==> config.mk <==
export PLATFORM = sky130hd
export DESIGN_NAME = comparator
export DESIGN_NICKNAME = d
export VERILOG_FILES = /design/src/rtl/comparator_pkg.sv /design/src/rtl/comparator.sv
export SDC_FILE = /design/constraint.sdc
export NUM_CORES = 1
export LEC_CHECK = 0
export BUFFER_PORTS_ARGS = -buffer_cell sky130_fd_sc_hd__buf_2
export CORE_MARGIN = 2
export CORE_UTILIZATION = 45
export DETAILED_ROUTE_END_ITERATION = 8
export PLACE_DENSITY_LB_ADDON = 0.12
export SLEW_MARGIN = 40
export SYNTH_ARGS = -nofsm -noshare
export SYNTH_HDL_FRONTEND = slang
export SYNTH_SLANG_ARGS = --single-unit
export TNS_END_PERCENT = 50
==> constraint.sdc <==
create_clock -name clk_i -period 4.7 [get_ports clk_i]
set_input_delay 0.94 -clock clk_i [delete_from_list [all_inputs] [get_ports clk_i]]
set_output_delay 0.94 -clock clk_i [all_outputs]
set_load 0.02 [all_outputs]
==> src/rtl/comparator_pkg.sv <==
// Shared widths for the lockstep write comparator.
package comparator_pkg;

    localparam int ADDR_WIDTH_DEF = 5;
    localparam int DATA_WIDTH_DEF = 32;
    localparam int ERR_CNT_W      = 8;

    localparam logic [ERR_CNT_W-1:0] ERR_CNT_MAX = {ERR_CNT_W{1'b1}};

    // Saturating increment so the error count never wraps back to a small value.
    function automatic logic [ERR_CNT_W-1:0] sat_inc(input logic [ERR_CNT_W-1:0] v);
        return (v == ERR_CNT_MAX) ? v : v + 1'b1;
    endfunction

endpackage

==> src/rtl/comparator.sv <==
// Votes the register-file write port of two lockstep copies; blocks and counts disagreeing writes.
// Latency 1 cycle on every output; no backpressure, a new compare is accepted every cycle.
module comparator
    import comparator_pkg::*;
#(
    parameter int ADDR_WIDTH = ADDR_WIDTH_DEF,
    parameter int DATA_WIDTH = DATA_WIDTH_DEF
) (
    input  logic                  clk_i,
    input  logic                  rst_i,
    input  logic                  we_a_i,
    input  logic                  we_b_i,
    input  logic [ADDR_WIDTH-1:0] addr_a_i,
    input  logic [ADDR_WIDTH-1:0] addr_b_i,
    input  logic [DATA_WIDTH-1:0] data_a_i,
    input  logic [DATA_WIDTH-1:0] data_b_i,
    output logic [ADDR_WIDTH-1:0] addr_o,
    output logic [DATA_WIDTH-1:0] data_o,
    output logic                  we_o,
    output logic                  signal,
    output logic [ERR_CNT_W-1:0]  err_cnt_o
);

    logic                  mismatch;
    logic [ADDR_WIDTH-1:0] addr_d,   addr_q;
    logic [DATA_WIDTH-1:0] data_d,   data_q;
    logic                  we_d,     we_q;
    logic                  sig_d,    sig_q;
    logic [ERR_CNT_W-1:0]  errcnt_d, errcnt_q;

    // Address/data only matter when both copies actually write.
    always_comb begin
        mismatch = 1'b0;
        if (we_a_i != we_b_i) begin
            mismatch = 1'b1;
        end else if (we_a_i && ((addr_a_i != addr_b_i) || (data_a_i != data_b_i))) begin
            mismatch = 1'b1;
        end
    end

    always_comb begin
        addr_d   = addr_a_i;
        data_d   = data_a_i;
        we_d     = we_a_i && we_b_i && !mismatch;
        sig_d    = mismatch;
        errcnt_d = mismatch ? sat_inc(errcnt_q) : errcnt_q;
    end

    always_ff @(posedge clk_i) begin
        if (rst_i) begin
            addr_q   <= '0;
            data_q   <= '0;
            we_q     <= 1'b0;
            sig_q    <= 1'b0;
            errcnt_q <= '0;
        end else begin
            addr_q   <= addr_d;
            data_q   <= data_d;
            we_q     <= we_d;
            sig_q    <= sig_d;
            errcnt_q <= errcnt_d;
        end
    end

    assign addr_o    = addr_q;
    assign data_o    = data_q;
    assign we_o      = we_q;
    assign signal    = sig_q;
    assign err_cnt_o = errcnt_q;

endmodule

==> key figures <==
STA
  • Fmax: just under 400 MHz
  • Final period util: 0.553
  • Clock Skew: approximately 0.0030 ns
  • Final hold vios: 0
  • Worst-Margin Slew: roughly 0.51 ns
  • Worst hold slack: 0.515 ns
  • RSZ-0062 raised after global routing: false
  • Slew HR: 0.657
  • Tmin final: approximately 2.6 ns
  • Setup violations, final: 0
  • Final setup TNS: 0 ns
  • Final Slew Violations: 0

Logic synthesis
  • Sequential share of the synthesized area: 0.488
  • EDFF count, synth: 0
  • Commonest cells post-synth: 47 x dfxtp_1, 42 x nor2b_1, 34 x xor2_1
  • Synth Flop Type: dfxtp_1
  • Post-Syn Instances: between 150 and 200
  • Most frequent cell after synthesis: dfxtp_1
  • Ranking of synthesized cells by area: dfxtp_1 49%, xor2_1 15%, nor2b_1 14%
  • Synth warn: 0
  • Area share of the largest cell type after synthesis: 0.488
  • Yosys cell types: 29
  • Post-Synthesis Net Count: 264
  • Synthesized cell area: approximately 1900 um2
  • Post-synth top area cell: dfxtp_1
  • Async S/R FF share, synth: 0
  • #FFs+latches synth: 47
  • Post-synthesis area per instance: 10.5 um2

Placement
  • PortBufs: between 100 and 150
  • Detail Placement HPWL: between 3000 and 4000 um
  • DP Area: around 2600 um2
  • Routability cong.: 0.744

Clocking
  • Clk pin slew, worst setup/hold paths: 0.07 ns
  • Post-CTS Hold Fix Bufs: 0
  • Post_cts resized: 0
  • H-tree levels: 2
  • Sink Count: 47
  • Setup Fix Bufs, Post-CTS: 0
  • CTS Root Cell: clkbuf_8
  • Longest Clk Path Bufs: 2
  • Cts bufs inserted: 5
  • Clk_lat worst skew: 0.29 ns
  • CTS tree: done

Critical path
  • Crit path launch type: input pin
  • Critical Path Sink Type: flip-flop
  • CP cell instances: buf_2, xor2_1, nor4_1, nand4_1, nor4_4, nor4b_1, mux2_1
  • R2R Setup Slk: 2.95 ns
  • CP delay by family, top: simple AND/OR/NAND/NOR gates
  • Crit path DAT: around 2.8 ns
  • CP max stage cell: nor4_4
  • Kind of critical path: in2reg
  • WP data required: approximately 5 ns
  • Worst path buffer plus inverter count: 1
  • Top fanout value on the critical path: 8
  • Slowest cell delay on critical path: 0.49 ns

Detailed routing
  • Final WL: 4440 um
  • Pre-Repair DR Iteration Count: 4
  • DRC: 0
  • Starting DRC count in detailed routing: 84
  • DR vias: about 1,700
  • Vias/cell: ~4.7
  • Post-route ant nets: 0
  • Wire per inst: around 12 um

Global routing
  • Initial antenna violation count: 0
  • Largest net degree at the start of global routing: 54
  • Vias in the first global route: ~1,700
  • First-pass GRT wire length: between 7000 and 8000 um
  • GRT Residual Overflow: 0
  • Gr usage total: 0.192

Power
  • VDD IR max: 0.183 mV
  • Leakage: about 1.4 nW
  • Cell Pwr Density: between 300 and 400 nW/um2
  • Tot Pwr: 0.852 mW

Finish
  • Register area: 941 um2
  • Ant. Diodes: 0
  • Area growth, synth to finish: 39.9%
  • # nets final: 390
  • # fillers: ~360
  • Design area: between 2000 and 3000 um2
  • Fraction of layout cells with a size suffix above 1: 0.435
  • Final Core Density: 0.665
  • Area of the multi-input gates: just under 1000 um2

Flow run
  • Max cap viols: 0

Floorplanning
  • Die Span X: roughly 69 um
  • Die area: approximately 4800 um2
  • Die H: roughly 69 um
  • Io pins: ~130
  • # rows: 23
  • Core Box Area: 4060 um2
  • Initial Utilization: 0.475

Worst hold path
  • Tightest Hold Check Type: reg2reg

Status
  • Outcome: completed
## power breakdown
group	leakage (nW)	switching, mW	total [mW]	internal [mW]
logic	0.911	0.0808	0.148	0.0670
registers	0.390	0.00684	0.425	0.418
clock network	0.0513	0.123	0.279	0.156
total	1.35	0.210	0.852	0.641
## through the flow
step	setup WS [ns]	cells
4_1_cts	2.09	360
5_1_grt	1.92	360
2_1_floorplan	2.21	184
6_report	2.10	360
3_3_place_gp	1.76	353
3_5_place_dp	1.78	353
## worst paths after layout
kind                start           end  cells after the start
max reg2reg  err_cnt_o[0]  err_cnt_o[7]                      5
max          data_b_i[31]  err_cnt_o[5]                      7
min reg2reg  err_cnt_o[7]  err_cnt_o[7]                      2
min          err_cnt_o[7]  err_cnt_o[7]                      2
## per-layer routing
layer / up-vias / GRT usage / routed length, um
li1: 866 / - / -
met4: 0 / 0.0850 / 112
met3: 11 / 0.0494 / 319
met2: 68 / 0.334 / 2170
met5: - / 0 / 0
met1: 751 / 0.221 / 1830
## area by class of cell
cell class                 instances  area share
multi-input combinational        130       0.357
sequential                        47       0.349
timing repair buffer             124       0.231
clock buffer                       6      0.0269
tap                               50      0.0232
clock inverter                     1      0.0111
inverter                           2     0.00278
## tightest hold or removal path: stages, from the launching register on
cell and delay, ns:
dfxtp_1 0.35, o31ai_1 0.07, a21oi_1 0.05
## registers in the layout, indices dropped and copies added, names as in the netlist
register	count
we_o	1
signal	1
addr_o	5
err_cnt_o	8
data_o	32
## placed cells by master (no fill, tap or decap), drive strengths merged, types with 3 or more instances in the layout
cell type and instances:
clkbuf 6, nor4 9, nand4 4, nor2b 42, xor2 34, buf 124, mux2 5, dfxtp 47
xnor2 3, nor2 9
## cell families after synthesis
logic type | after synthesis | share of synthesized area
compound gates | 8 | 0.0331
xor+xnor | 37 | 0.168
fa+ha+maj | 2 | 0.0130
buf+inv | 7 | 0.0136
flops | 47 | 0.488
mux | 6 | 0.0344
simple gates | 77 | 0.250
Power figures use the tool's default switching activity.
